==> src/rtl/tpu_fp_pkg.sv <==
// Shared FP32 definitions for the TPU MAC path.
// Holds the FP32 field widths, format constants, the packed FP32 word
// layout and the accumulator FSM state encoding.
package tpu_fp_pkg;

    localparam int unsigned FP32_W = 32;
    localparam int unsigned EXP_W  = 8;
    localparam int unsigned FRAC_W = 23;
    localparam int unsigned MANT_W = FRAC_W + 1;   // fraction plus hidden 1

    localparam int unsigned EXP_BIAS = 127;
    localparam int unsigned EXP_MAX  = 255;

    localparam logic [FP32_W-1:0] FP32_POS_INF = 32'h7F80_0000;

    typedef struct packed {
        logic              sign;
        logic [EXP_W-1:0]  exp;
        logic [FRAC_W-1:0] frac;
    } fp32_t;

    typedef enum logic [1:0] {
        S_IDLE,
        S_ALIGN,
        S_ADD,
        S_OUT
    } acc_state_t;

endpackage

==> src/rtl/lzc_25.sv <==
// 25-bit leading-zero counter, purely combinational.
// Ports:
//   value  in   25  word to scan (bit 24 is the most significant)
//   count  out  5   number of leading zeros, 25 when value is all zeros
module lzc_25 (
    input  logic [24:0] value,
    output logic [4:0]  count
);

    always_comb begin
        count = 5'd25;
        // Ascending scan: the highest set bit is written last and wins.
        for (int unsigned i = 0; i < 25; i++) begin
            if (value[i]) begin
                count = 5'(24 - i);
            end
        end
    end

endmodule

==> src/rtl/fp32_accumulator.sv <==
// Sequential FP32 accumulator fed by the FP32 multiplier.
// Sums a stream of products (valid/ready) into one running value and, on the
// product flagged last, presents the sum and element count downstream, then
// clears for the next dot product. Truncating arithmetic, no subnormals/NaN.
// Ports:
//   clk        in   1      rising-edge clock
//   rst_n      in   1      asynchronous active-low reset
//   in_valid   in   1      product word valid
//   in_ready   out  1      product accepted this cycle when in_valid is high
//   in_data    in   32     FP32 product
//   in_last    in   1      product closes the current sum
//   out_valid  out  1      final sum available
//   out_ready  in   1      consumer takes the sum
//   out_data   out  32     FP32 sum
//   out_count  out  CNT_W  number of products in the sum (wraps)
module fp32_accumulator
    import tpu_fp_pkg::*;
#(
    parameter int unsigned CNT_W = 16
) (
    input  logic             clk,
    input  logic             rst_n,
    input  logic             in_valid,
    output logic             in_ready,
    input  logic [31:0]      in_data,
    input  logic             in_last,
    output logic             out_valid,
    input  logic             out_ready,
    output logic [31:0]      out_data,
    output logic [CNT_W-1:0] out_count
);

    acc_state_t       state;
    acc_state_t       stateNext;

    fp32_t            acc;
    fp32_t            operand;
    logic             lastFlag;
    logic [CNT_W-1:0] count;

    // Aligned operands, registered between S_ALIGN and S_ADD.
    logic [23:0]      mantA;
    logic [23:0]      mantB;
    logic             signA;
    logic             signB;
    logic [7:0]       expA;
    logic             holdAcc;

    // ---------------- Alignment (S_ALIGN) ----------------
    logic        accZero;
    logic        opZero;
    logic [23:0] accMant;
    logic [23:0] opMant;
    logic        accIsA;
    logic [7:0]  expDiff;
    logic [23:0] smallMant;
    logic [23:0] alignedMant;

    always_comb begin
        accZero   = (acc.exp == '0);
        opZero    = (operand.exp == '0);
        accMant   = accZero ? '0 : {1'b1, acc.frac};
        opMant    = opZero  ? '0 : {1'b1, operand.frac};
        accIsA    = (acc.exp >= operand.exp);
        expDiff   = accIsA ? (acc.exp - operand.exp) : (operand.exp - acc.exp);
        smallMant = accIsA ? opMant : accMant;
        alignedMant = (expDiff >= 8'd25) ? '0 : (smallMant >> expDiff);
    end

    // ---------------- Add and normalise (S_ADD) ----------------
    logic [24:0]       sumMag;
    logic              resSign;
    logic [4:0]        leadZeros;
    logic [4:0]        normShift;
    logic [22:0]       normFrac;
    logic signed [9:0] resExp;
    fp32_t             result;

    always_comb begin
        if (signA == signB) begin
            sumMag  = {1'b0, mantA} + {1'b0, mantB};
            resSign = signA;
        end else if (mantA >= mantB) begin
            sumMag  = {1'b0, mantA} - {1'b0, mantB};
            resSign = signA;
        end else begin
            sumMag  = {1'b0, mantB} - {1'b0, mantA};
            resSign = signB;
        end
    end

    lzc_25 uLzc (
        .value (sumMag),
        .count (leadZeros)
    );

    always_comb begin
        // The 25b sum carries one guard bit above the hidden-1 position, so
        // without a carry the hidden 1 sits leadZeros-1 places too low.
        normShift = leadZeros - 5'd1;
        if (sumMag[24]) begin
            normFrac = sumMag[23:1];
            resExp   = $signed({2'b00, expA}) + 10'sd1;
        end else begin
            normFrac = 23'(sumMag << normShift);
            resExp   = $signed({2'b00, expA}) - $signed({5'b00000, normShift});
        end

        if (sumMag == '0) begin
            result = '0;
        end else if (resExp >= 10'sd255) begin
            result = {resSign, FP32_POS_INF[30:0]};
        end else if (resExp <= 10'sd0) begin
            result = '0;
        end else begin
            result = {resSign, resExp[7:0], normFrac};
        end
    end

    // ---------------- FSM ----------------
    always_ff @(posedge clk or negedge rst_n) begin
        if (!rst_n) begin
            state <= S_IDLE;
        end else begin
            state <= stateNext;
        end
    end

    always_comb begin
        stateNext = state;
        in_ready  = 1'b0;
        out_valid = 1'b0;
        out_data  = '0;
        out_count = '0;
        unique case (state)
            S_IDLE: begin
                in_ready = rst_n;
                if (in_valid) begin
                    stateNext = S_ALIGN;
                end
            end
            S_ALIGN: stateNext = S_ADD;
            S_ADD:   stateNext = lastFlag ? S_OUT : S_IDLE;
            S_OUT: begin
                out_valid = 1'b1;
                out_data  = acc;
                out_count = count;
                if (out_ready) begin
                    stateNext = S_IDLE;
                end
            end
            default: stateNext = S_IDLE;
        endcase
    end

    // ---------------- Datapath registers ----------------
    always_ff @(posedge clk or negedge rst_n) begin
        if (!rst_n) begin
            acc      <= '0;
            operand  <= '0;
            lastFlag <= 1'b0;
            count    <= '0;
            mantA    <= '0;
            mantB    <= '0;
            signA    <= 1'b0;
            signB    <= 1'b0;
            expA     <= '0;
            holdAcc  <= 1'b0;
        end else begin
            unique case (state)
                S_IDLE: begin
                    if (in_valid && in_ready) begin
                        operand  <= in_data;
                        lastFlag <= in_last;
                        count    <= count + CNT_W'(1);
                    end
                end
                S_ALIGN: begin
                    mantA   <= accIsA ? accMant : opMant;
                    mantB   <= alignedMant;
                    signA   <= accIsA ? acc.sign : operand.sign;
                    signB   <= accIsA ? operand.sign : acc.sign;
                    expA    <= accIsA ? acc.exp : operand.exp;
                    // Zero operands and a saturated sum both leave acc as is.
                    holdAcc <= opZero || (acc.exp == 8'(EXP_MAX));
                end
                S_ADD: begin
                    if (!holdAcc) begin
                        acc <= result;
                    end
                end
                S_OUT: begin
                    if (out_ready) begin
                        acc   <= '0;
                        count <= '0;
                    end
                end
                default: ;
            endcase
        end
    end

endmodule

==> config.mk <==
export PLATFORM = sky130hd
export DESIGN_NAME = fp32_accumulator
export DESIGN_NICKNAME = d
export VERILOG_FILES = /design/src/rtl/tpu_fp_pkg.sv /design/src/rtl/lzc_25.sv /design/src/rtl/fp32_accumulator.sv
export SDC_FILE = /design/constraint.sdc
export NUM_CORES = 1
export LEC_CHECK = 0
export BUFFER_PORTS_ARGS = -buffer_cell sky130_fd_sc_hd__buf_2
export CORE_ASPECT_RATIO = 0.6
export CORE_MARGIN = 1.5
export CORE_UTILIZATION = 25
export DETAILED_ROUTE_END_ITERATION = 7
export PLACE_DENSITY = 0.42
export SLEW_MARGIN = 40
export SYNTH_ARGS = -nofsm -noshare
export SYNTH_HDL_FRONTEND = slang
export SYNTH_HIERARCHICAL = 1
export SYNTH_SLANG_ARGS = --single-unit
==> constraint.sdc <==
create_clock -name clk -period 15.9 [get_ports clk]
set_clock_uncertainty 0.1 [all_clocks]
set_input_delay 3.18 -clock clk [delete_from_list [all_inputs] [get_ports clk]]
set_output_delay 3.18 -clock clk [all_outputs]
set_load 0.01 [all_outputs]
==> qor.csv <==
metric;value;unit
coreArea;0.0574;mm2
syn_to_final_growth;13.8;%
die_w;314;um
synth_area_leaders;dfrtp_1, ha_1, a21oi_1;
grt_pass1_wl;99300;um
clk_latency;0.45;ns
cts_root_buf;clkbuf_16;
clock_sinks;142;
fmax;101;MHz
die_area;0.0595;mm2
syn_inst;1850;
hold_path.class;flop to flop;
hold_violations;0;
cts_resized;0;
grt_pass1_vias;14100;
cts_buffer_depth;2;
tns;0;ns
antenna_cells;0;
finalSetupViolCount;0;
dp_hpwl;54200;um
synth_cell_types;91;
num_io_pins;87;
synthTopCellsByCount;nand2_1, nor2_1, a21oi_1;
wl_per_cell;25.7;um
worst_pin_slew;0.867;ns
post-route-period-util;0.625;
rows;68;
ff2ff_path_depth;32;
cts-htree-levels;4;
rsz0062_at_grt;false;
criticalPathCategory;flop to flop;
cp.required;16.14;ns
vias;15400;
synth_edf_count;0;
portBuffers;86;
synth_top_flop_cell;dfrtp_1;
ctsHoldBuffers;0;
globalplace.congestion;1.03;
antenna_found_initial;2;
critPathMaxFanout;37;
via_per_inst;5.78;
critical_path.slowest_cell;o21a_1;
gr-total-overflow;0;
grt_max_degree;56;
drive_gt1_frac;0.134;
hold_depth;2;
min_period;9.93;ns
synth.avg_cell_area;7.84;um2
drc;0;
end_kind;flop;
cp.depth;32;
status;completed;
fin_nets;2019;
die_h;190;um
synthArstFlopShare;1.00;
ant_nets;0;
synth_nets;1988;
arrival;10.17;ns
synth.most_common_cell;nand2_1;
drt_iter0_markers;2207;
cts_tree;done;
seq_area_frac_synth;0.245;
yosys_warnings;6;
worstSetupStartpointType;flop;
synth_area;0.0145;mm2
synth_top_area_cell;dfrtp_1;
maxSlewViolCount;0;
path_delay_family;compound AO/OA/AOI/OAI gates;
routed_wl;68500;um
path_buf_inv;8;
numCtsBuffers;17;
grt_use_total;0.226;
synth_seq_cells;142;
firstDrtPassIters;7;
clk_pin_slew;0.07;ns
synth.top_cell.area_share;0.245;
max_cap_violations;0;
max_stage_delay;0.76;ns
post-cts-setup-buffers;0;
slew_headroom;0.418;
start_util;0.253;
[cell families after synthesis]
| logic type | after synthesis | synth area share |
|---|---|---|
| AOI/OAI and AO/OA | 612 | 0.287 |
| xor gates and xnor gates | 46 | 0.0293 |
| adders and majority gates | 101 | 0.0902 |
| buffers and inverters | 246 | 0.0665 |
| DFF | 142 | 0.245 |
| muxes | 94 | 0.0781 |
| and+or+nand+nor | 609 | 0.204 |
[final timing paths]
kind / startpoint / to / slack [ns]
worst min-delay path: holdAcc / holdAcc / 0.43
min in group asynchronous: rst_n / mantB[9] / 2.56
worst max register to register: mantA[16] / acc[10] / 5.97
worst max-delay path: mantA[16] / acc[10] / 5.97
max in group asynchronous: rst_n / operand[0] / 12.03
worst min register to register: holdAcc / holdAcc / 0.43
[per-layer routing]
| layer | up-vias | track usage | wire, um |
|---|---|---|---|
| li1 | 6878 | - | - |
| met1 | 7665 | 0.377 | 35500 |
| met2 | 818 | 0.273 | 24600 |
| met3 | 40 | 0.0626 | 7760 |
| met4 | 0 | 0.0360 | 722 |
| met5 | - | 0 | 0 |
[sequential cells by signal, summed over array words and instances (netlist names)]
name,flops
signA,1
expA,8
signB,1
mantA,24
count,16
operand,32
mantB,24
holdAcc,1
lastFlag,1
state,2
acc,32
[through the flow]
| step | util | std cells | area (um2) | setup WS [ns] | hold WS, ns |
|---|---|---|---|---|---|
| 2_1_floorplan | - | 1850 | 14500 | 7.40 | 0.369 |
| 3_3_place_gp | 0.275 | 2629 | 15800 | 5.48 | 0.409 |
| 3_5_place_dp | 0.276 | 2632 | 15900 | 5.57 | 0.411 |
| 4_1_cts | 0.287 | 2664 | 16500 | 5.51 | 0.427 |
| 5_1_grt | 0.287 | 2664 | 16500 | 5.21 | 0.463 |
| 6_report | 0.287 | 2664 | 16500 | 5.97 | 0.434 |
[worst reg2reg max path: cells and delay by family (launching register included)]
| kind | cells | cell delay (ns) |
|---|---|---|
| AOI/OAI and AO/OA | 12 | 3.99 |
| xor gates and xnor gates | 1 | 0.14 |
| adders and majority gates | 3 | 1.30 |
| buffers and inverters | 8 | 2.09 |
| DFF | 1 | 0.38 |
| muxes | 1 | 0.15 |
| and+or+nand+nor | 7 | 1.68 |
[placed cells by master, fill, tap and decap left out, types with 11 or more instances in the layout]
cell type    n
nor2_1     163
buf_4       43
ha_1        95
mux4_2      12
o21ai_1     12
or3_1       14
xnor2_1     22
o22ai_1     23
nor3_1      36
o21bai_1    11
a221oi_1    32
a21oi_1    152
a31oi_1     21
mux2_2      33
and3_1      67
and2_1      16
nor2b_1     11
o21a_1      11
o31ai_1     14
mux2i_1     49
inv_1      121
clkbuf_16   17
xor2_1      15
a22oi_1     20
a21o_1      20
nand4_1     24
o211ai_1    18
a22o_1      38
a211oi_1    29
nand3_1     33
buf_2       86
nor4_1      19
nand2b_1    21
nand2_1    166
o21ai_0    107
dfrtp_1    142
[final cells by class]
| cell class | count | area [um2] |
|---|---|---|
| inverters | 126 | 473 |
| fillers | 6227 | 40900 |
| clock inverters | 15 | 200 |
| repair buffers | 132 | 787 |
| well taps | 770 | 963 |
| clock buffers | 17 | 425 |
| multi-input cells | 1462 | 10100 |
| flip-flops and latches | 142 | 3550 |
Power is not shown: default switching activity piles up to over one toggle a cycle in this logic, so the estimate is an artifact.
